File: config.mk
export PLATFORM = sky130hd
export DESIGN_NAME = micro_code_queue_flat
export DESIGN_NICKNAME = d
export VERILOG_FILES = /design/src/rtl/micro_code_queue_if.sv /design/src/rtl/micro_code_queue.sv /design/src/flat_wrapper.sv
export SDC_FILE = /design/constraint.sdc
export NUM_CORES = 1
export LEC_CHECK = 0
export ABC_AREA = 1
export CAP_MARGIN = 25
export CELL_PAD_IN_SITES_DETAIL_PLACEMENT = 1
export CELL_PAD_IN_SITES_GLOBAL_PLACEMENT = 2
export CORE_UTILIZATION = 38
export CTS_CLUSTER_SIZE = 28
export DETAILED_ROUTE_END_ITERATION = 8
export PLACE_DENSITY = 0.86
export SLEW_MARGIN = 20
export SYNTH_ARGS = -nofsm -noshare
export SYNTH_HDL_FRONTEND = slang
export SYNTH_SLANG_ARGS = --single-unit
export TNS_END_PERCENT = 100
File: constraint.sdc
create_clock -name clk -period 9.24 [get_ports clk]
set_clock_uncertainty 0.1 [all_clocks]
set_input_delay 1.848 -clock clk [delete_from_list [all_inputs] [get_ports clk]]
set_output_delay 1.848 -clock clk [all_outputs]
set_load 0.01 [all_outputs]
File: src/rtl/micro_code_queue_if.sv
// micro_code_queue_if
// Handshake bundle between decode (master) and the micro_code_queue (slave).
//   enq_valid/enq_ready/enq_code : decode -> queue push side
//   deq_valid/deq_ready/deq_code : queue -> execute pop side
//   flush                        : redirect, discards everything queued
//   count                        : occupancy, $clog2(DEPTH)+1 bits
//   pending_rd                   : destinations still sitting in the queue
// The MicroCode bundle type lives in micro_code_pkg. The package text is
// guarded so that this file and micro_code_queue.sv may be parsed in either order.

`ifndef MICRO_CODE_PKG_DEFINED
`define MICRO_CODE_PKG_DEFINED
package micro_code_pkg;
    typedef struct packed {
        logic [31:0] pc;
        logic [31:0] imm;
        logic [3:0]  alu_op;
        logic        rs1_en;
        logic [4:0]  rs1_addr;
        logic        rs2_en;
        logic [4:0]  rs2_addr;
        logic        rd_en;
        logic [4:0]  rd_addr;
    } MicroCode;
endpackage
`endif

interface micro_code_queue_if #(
    parameter int DEPTH = 4
);
    import micro_code_pkg::*;

    logic                     enq_valid;
    logic                     enq_ready;
    MicroCode                 enq_code;
    logic                     deq_valid;
    logic                     deq_ready;
    MicroCode                 deq_code;
    logic                     flush;
    logic [$clog2(DEPTH):0]   count;
    logic [31:0]              pending_rd;

    modport master (
        output enq_valid, enq_code, deq_ready, flush,
        input  enq_ready, deq_valid, deq_code, count, pending_rd
    );

    modport slave (
        input  enq_valid, enq_code, deq_ready, flush,
        output enq_ready, deq_valid, deq_code, count, pending_rd
    );
endinterface

File: src/rtl/micro_code_queue.sv
// micro_code_queue
// DEPTH-entry circular FIFO of MicroCode bundles between decode and execute.
// Ports:
//   clk  : single clock, rising edge
//   rst  : synchronous active-high reset (entries discarded, storage kept)
//   bus  : micro_code_queue_if.slave (enqueue, dequeue, flush, count, pending_rd)
// Optional feature: define MICRO_CODE_QUEUE_BYPASS_EN to let a bundle offered
// to an empty queue appear on deq_* in the same cycle (0-cycle latency).
// Without it there is no combinational path from enq_* to deq_*.
// DEPTH must be a power of two and >= 2 so the pointers wrap naturally.

`ifndef MICRO_CODE_PKG_DEFINED
`define MICRO_CODE_PKG_DEFINED

`endif

module micro_code_queue #(
    parameter int DEPTH = 4
) (
    input  logic                clk,
    input  logic                rst,
    micro_code_queue_if.slave   bus
);
    import micro_code_pkg::*;

    localparam int AW = $clog2(DEPTH);
    localparam int CW = AW + 1;

    MicroCode          mem_r [DEPTH];
    logic [AW-1:0]     wr_ptr_r;
    logic [AW-1:0]     rd_ptr_r;
    logic [CW-1:0]     count_r;

    logic              full_s;
    logic              empty_s;
    logic              enq_fire_s;
    logic              deq_fire_s;
    logic              byp_s;      // empty queue offered a bundle (bypass builds only)
    logic              through_s;  // bypassed bundle consumed, nothing stored
    logic              push_s;
    logic              pop_s;
    logic [31:0]       pending_s;

    // Handshake decode: ready/valid, output mux and the push/pop strobes.
    always_comb begin
        full_s        = (count_r == CW'(DEPTH));
        empty_s       = (count_r == {CW{1'b0}});
        // enq_ready deliberately ignores deq_ready: a full queue never refills in the same cycle.
        bus.enq_ready = !full_s && !bus.flush && !rst;
`ifdef MICRO_CODE_QUEUE_BYPASS_EN
        byp_s         = empty_s && bus.enq_valid && !bus.flush && !rst;
        bus.deq_valid = (!empty_s || bus.enq_valid) && !bus.flush && !rst;
        if (empty_s) begin
            bus.deq_code = bus.enq_code;
        end else begin
            bus.deq_code = mem_r[rd_ptr_r];
        end
`else
        byp_s         = 1'b0;
        bus.deq_valid = !empty_s && !bus.flush && !rst;
        bus.deq_code  = mem_r[rd_ptr_r];
`endif
        enq_fire_s = bus.enq_valid && bus.enq_ready;
        deq_fire_s = bus.deq_valid && bus.deq_ready;
        through_s  = byp_s && bus.deq_ready;
        push_s     = enq_fire_s && !through_s;
        pop_s      = deq_fire_s && !through_s;
        bus.count  = count_r;
    end

    // Pending-destination mask over the occupied slots rd_ptr .. rd_ptr+count-1.
    always_comb begin
        pending_s = 32'd0;
        for (int i = 0; i < DEPTH; i++) begin
            pending_s = pending_s |
                (((CW'(i) < count_r) && mem_r[rd_ptr_r + AW'(i)].rd_en) ?
                    (32'd1 << mem_r[rd_ptr_r + AW'(i)].rd_addr) : 32'd0);
        end
        pending_s[0]   = 1'b0;  // x0 is never a real hazard
        bus.pending_rd = pending_s;
    end

    // Pointer and occupancy state; flush rewinds rd_ptr onto wr_ptr.
    always_ff @(posedge clk) begin
        if (rst) begin
            wr_ptr_r <= {AW{1'b0}};
            rd_ptr_r <= {AW{1'b0}};
            count_r  <= {CW{1'b0}};
        end else if (bus.flush) begin
            rd_ptr_r <= wr_ptr_r;
            count_r  <= {CW{1'b0}};
        end else begin
            if (push_s) begin
                wr_ptr_r <= wr_ptr_r + AW'(1);
            end
            if (pop_s) begin
                rd_ptr_r <= rd_ptr_r + AW'(1);
            end
            case ({push_s, pop_s})
                2'b10:   count_r <= count_r + CW'(1);
                2'b01:   count_r <= count_r - CW'(1);
                default: count_r <= count_r;
            endcase
        end
    end

    // Entry storage; never reset, push_s is already blocked by flush and rst.
    always_ff @(posedge clk) begin
        if (push_s) begin
            mem_r[wr_ptr_r] <= bus.enq_code;
        end
    end
endmodule

File: src/flat_wrapper.sv
// flat-port wrapper written by rule: the top's interface ports become plain ports
module micro_code_queue_flat import micro_code_pkg::*;
#(
    parameter int DEPTH = 4
)
  (clk, rst, bus_enq_valid, bus_enq_code, bus_deq_ready, bus_flush, bus_enq_ready, bus_deq_valid, bus_deq_code, bus_count, bus_pending_rd);
  micro_code_queue_if #(.DEPTH(DEPTH)) bus_i ();
  input  logic clk;
  input  logic rst;
  input wire logic [$bits(bus_i.enq_valid)-1:0] bus_enq_valid;
  input wire logic [$bits(bus_i.enq_code)-1:0] bus_enq_code;
  input wire logic [$bits(bus_i.deq_ready)-1:0] bus_deq_ready;
  input wire logic [$bits(bus_i.flush)-1:0] bus_flush;
  output wire logic [$bits(bus_i.enq_ready)-1:0] bus_enq_ready;
  output wire logic [$bits(bus_i.deq_valid)-1:0] bus_deq_valid;
  output wire logic [$bits(bus_i.deq_code)-1:0] bus_deq_code;
  output wire logic [$bits(bus_i.count)-1:0] bus_count;
  output wire logic [$bits(bus_i.pending_rd)-1:0] bus_pending_rd;
  assign bus_i.enq_valid = bus_enq_valid;
  assign bus_i.enq_code = bus_enq_code;
  assign bus_i.deq_ready = bus_deq_ready;
  assign bus_i.flush = bus_flush;
  assign bus_enq_ready = bus_i.enq_ready;
  assign bus_deq_valid = bus_i.deq_valid;
  assign bus_deq_code = bus_i.deq_code;
  assign bus_count = bus_i.count;
  assign bus_pending_rd = bus_i.pending_rd;
  micro_code_queue #(.DEPTH(DEPTH)) u_core (.clk(clk), .rst(rst), .bus(bus_i));
endmodule
Yosys cells after proc, flatten, opt, wreduce, memory -nomap -nowiden
Memories as Yosys holds them, arrays and structs flattened. A register that Yosys moved wholly into a read port is not among the register bits. Index checks and enable logic that the tools add are counted. W data, S select, Z words.

Memories: 1. RAM bits: 344. Input port bits: 91. Bits in registers: 7.

Reductions and logical operators: 19. Add/subtract/negate cells: 6. Equality and inequality tests: 3. Magnitude comparators: 4. Bitwise logic cells: 4. Multiplexer cells: 11. Shift operators: 4.

Memories: u_core.mem_r (depth 4, width 86, read ports 4, clocked after memory_dff 1, write ports 1, RTL line micro_code_queue.sv:29) `MicroCode mem_r [DEPTH];`.

Operators by type and width (count): $mux W32 (4); $shl A1 B5 Y32 const A (4); $or A32 B32 Y32 (3); $logic_and A1 B1 Y1 (10); $mux W2 (4); $lt A1 B3 Y1 const A (2); $lt A2 B3 Y1 const A (2); $pmux W3 S2 (1); $add A2 B1 Y2 const B (2); $add A2 B2 Y2 const B (2); $logic_not A1 Y1 (4); $reduce_bool A2 Y1 (2); $add A3 B1 Y3 const B (1); $eq A3 B3 Y1 const B (1); $logic_not A3 Y1 (1); $sub A3 B1 Y3 const B (1); $eq A2 B1 Y1 const B (1); $eq A2 B2 Y1 const B (1); $mux W1 (2); $reduce_and A2 Y1 (1); $reduce_or A2 Y1 (1); $not A1 Y1 (1).

Depth between registers and ports, before layout
Word-level depth: 9. Mapped depth: 13. Mapped depth without buffers: 12.

Worst setup path before layout
OpenSTA, ideal clock, no wires.

Path type: in2reg. From: input port bus_flush. To: memory u_core.mem_r[0][0] (netlist name), enable pin. Required time: 8608 ps. Setup time: 532 ps. Path slack: 2641 ps. Arrival time: 5967 ps. Cell stages on the path: 5. Path through: nor2_1 nand2_1 inv_1 nand2_1 nor2_1.

Longest elaborated chain between the ends: 6.

Ends and longest elaborated chain: from (decl) (RTL line flat_wrapper.sv:13) `input wire logic [$bits(bus_i.flush)-1:0] bus_flush;`; $logic_not A1 Y1 (RTL line micro_code_queue.sv:49) `bus.enq_ready = !full_s && !bus.flush && !rst;`; $logic_and A1 B1 Y1 (2 in a row) (RTL line micro_code_queue.sv:49); net bus_enq_ready (RTL line flat_wrapper.sv:14) `output wire logic [$bits(bus_i.enq_ready)-1:0] bus_enq_ready;`; $logic_and A1 B1 Y1 (RTL line micro_code_queue.sv:63) `enq_fire_s = bus.enq_valid && bus.enq_ready;`; $mux W1 (RTL line micro_code_queue.sv:109) `if (push_s) begin`; $mux W1 (not written as such) (RTL line micro_code_queue.sv:110) `mem_r[wr_ptr_r] <= bus.enq_code;`; to (decl) (RTL line micro_code_queue.sv:29).

The timed path passes the listed nets, and every way through them passes these cells.

==> summary.md <==
| Metric | Value |
|---|---|
| CTS Root Cell | clkbuf_16 |
| Share of layout cells above drive strength 1 | under 10% |
| Final setup viols | 0 |
| Post-CTS Resized | 0 |
| Clock slew at reported path FFs | around 0.060 ns |
| H-tree depth | 2 |
| Nets | roughly 1700 |
| Fin crit period | between 6 and 7 ns |
| Vias per std cell | approximately 5.2 |
| Final GP Congestion | between 0.8 and 0.9 |
| XOR/XNOR Fraction of Synth Area | 0.0564% |
| Total power draw | 0.00351 W |
| CTS Buf Count | 37 |
| Syn_area_per_cell | around 11 um2 |
| Mux contribution to synthesized area | 0% |
| Die footprint | roughly 42000 um2 |
| Die width | between 200 and 250 um |
| Flops & latches, synth | about 350 |
| Vias in the first global route | between 10000 and 15000 |
| CP Launch Type | flop |
| Post-CTS Setup Inserts | 0 |
| Async set-reset flop share out of synthesis | 0% |
| Number of hold violations in the final report | 0 |
| DRC | 0 |
| Ports | about 210 |
| Initial DRC Count | 517 |
| Tightest Pin Transition | approximately 1.0 ns |
| TritonCTS clock tree | done |
| Starting density of the core | approximately two fifths |
| Adder-cell share of the synthesized area | less than 1% |
| Post-synth top flop | edfxtp_1 |
| Detailed Place HPWL | 29000 um |
| Simple-gate portion of the synthesized area | between 10% and 20% |
| # rows | 73 |
| Post-route antenna net violation count | 0 |
| Placed cell areas | about 18000 um2 |
| Maxcap violations | 0 |
| Skew-Pair Late Insertion Delay | 0.51 ns |
| Status | complete, no violations |
| Fillers | roughly 4300 |
| Post-Syn Instances | around 1400 |
| Worst EP required | between 7 and 8 ns |
| Clk sink count | between 300 and 400 |
| Post-synth cell types | 33 |
| Setup TNS | 0 ns |
| Pwr/cell area | 183 nW/um2 |
| Register area share after synthesis | 67.7% |
| Synth area leader | edfxtp_1 |
| Antenna violations before repair | 10 |
| First-pass GRT wire length | 68200 um |
| Fin crit share | 66.4% |
| Fmax | 0.163 GHz |
| Post-Syn Nets | 1547 |
| Fin. max-slew vios | 0 |
| Crit Path Max Fanout | 100 |
| Worst Path Arrival | between 4 and 5 ns |
| Design area | 19200 um2 |
| Core Area | between 40000 and 50000 um2 |
| Chip height | about 200 um |
| Slew HR | a little under a third |
| Hold-fix buffers, CTS | 0 |
| # port buffers | 212 |
| Main combinational cell family by area after synthesis | simple AND/OR/NAND/NOR gates |
| Routed wire length | about 45000 um |
| Drt first pass iters | 7 |
| Post-synth EDFFs | 344 |
| RSZ-0062 raised after global routing | no |
| Compound-gate portion of the synthesized area | under 10% |
| Drt wl/cell | about 20 um |
| Crit Path Class | reg2out |
| Hold Path Class | reg2reg |
| Vias | 11400 |
| Critical Path End Type | output port |
| Pleak | approximately 6.6 nW |
| Pin count of the biggest net entering global routing | approximately 100 |
| Synth top area share | 66.6% |
| Peak supply drop | approximately 180 uV |
| CTS max path bufs | 3 |
| Yosys Warn Count | 0 |
| Area Growth Syn to Fin | 23.5% |
| GR Overflow Total | 0 |
| Ranking of synthesized cells by area | edfxtp_1, nor2_1, nand2_1, o21ai_0, o22ai_1 |
| GRT Total Usage | between 20 and 25% |
| Synthesized area | roughly 16000 um2 |
[routing by layer]
metal | routed length, um | track usage [%]
met5 | 80 | 0
met4 | 1360 | 7.54
met3 | 2800 | 6.25
met2 | 22500 | 38.1
met1 | 17800 | 24.7
[kinds of logic after synthesis]
| family | Yosys count |
|---|---|
| AO/OA/AOI/OAI | 276 |
| XOR/XNOR | 1 |
| adder cells (fa/ha/maj) | 8 |
| buffers and inverters | 128 |
| flip-flops | 353 |
| other | 1 |
| AND/OR/NAND/NOR | 681 |
[cells in the mapped netlist (2+ instances only)]
cell	instances
nor2_2	14
nand3_1	52
o21ai_1	4
a211oi_1	2
o21ai_0	171
inv_1	45
ha_1	8
edfxtp_1	344
nand2_4	2
inv_2	13
dfxtp_1	9
buf_6	9
nand2_1	243
buf_2	11
o22ai_1	80
nor2_1	337
nand2_2	15
nor2_4	6
clkbuf_1	43
buf_4	5
nand4_1	8
o211ai_1	2
a21oi_1	15
[sequential cells by signal, summed over array words and instances, names as in the netlist, named ones only]
register / flops
u_core.wr_ptr_r: 2
u_core.bus.count: 3
u_core.rd_ptr_r: 2
u_core.mem_r: 344
[cells in the final DEF, fill, tap and decap left out, types with 11 or more instances in the layout]
cell type / n
nand3_1: 52
nand2_1: 243
buf_4: 11
inv_2: 12
o21ai_0: 171
inv_1: 45
clkdlybuf4s50_1: 212
clkbuf_16: 37
edfxtp_1: 344
nor2_2: 14
nand2_2: 15
nor2_1: 333
a21oi_1: 15
o22ai_1: 80
[area by class of cell]
cell class / instances / area, um2 / area share, %
sequential: 353 / 10500 / 54.9
multi-input combinational: 967 / 4450 / 23.2
timing repair buffer: 224 / 2230 / 11.6
clock buffer: 44 / 952 / 4.97
tap: 525 / 657 / 3.43
inverter: 60 / 230 / 1.20
clock inverter: 19 / 115 / 0.601
antenna: 4 / 10.0 / 0.0522
[worst max-delay path, cell delays in order (launching register included)]
cell and delay [ns]:
dfxtp_4 0.50, buf_4 0.44, inv_4 0.62, buf_4 0.83, o21ai_0 0.26, o22ai_1 0.22, clkdlybuf4s50_1 0.60
[worst paths after layout]
check | cells after the start | from | to | slack (ns)
setup / recovery | 6 | flop | bus_deq_code[72] | 3.10
hold / removal | 2 | u_core.wr_ptr_r[1] | flop | 0.46
setup reg to reg | 8 | u_core.bus.count[0] | u_core.mem_r[1][54] | 5.74
hold reg to reg | 2 | u_core.wr_ptr_r[1] | flop | 0.46
[where the power goes]
group / leakage [nW] / internal [W] / switching, W
combinational: 2.89 / 0.000149 / 0.000235
clock: 0.533 / 0.000761 / 0.000577
sequential: 3.18 / 0.00178 / 0.0000127
[through the flow]
step / worst slack, ns / hold slack [ns] / instances / util [%]
after floorplan: 2.64 / 0.402 / 1448 / -
after global placement: 3.60 / 0.453 / 2128 / 45.1
after detailed placement: 3.60 / 0.448 / 2128 / 45.1
after CTS: 3.04 / 0.458 / 2191 / 47.8
after global routing: 2.74 / 0.500 / 2194 / 47.9
final: 3.10 / 0.458 / 2196 / 47.9
Note: power is estimated with default switching activity, not from simulation.
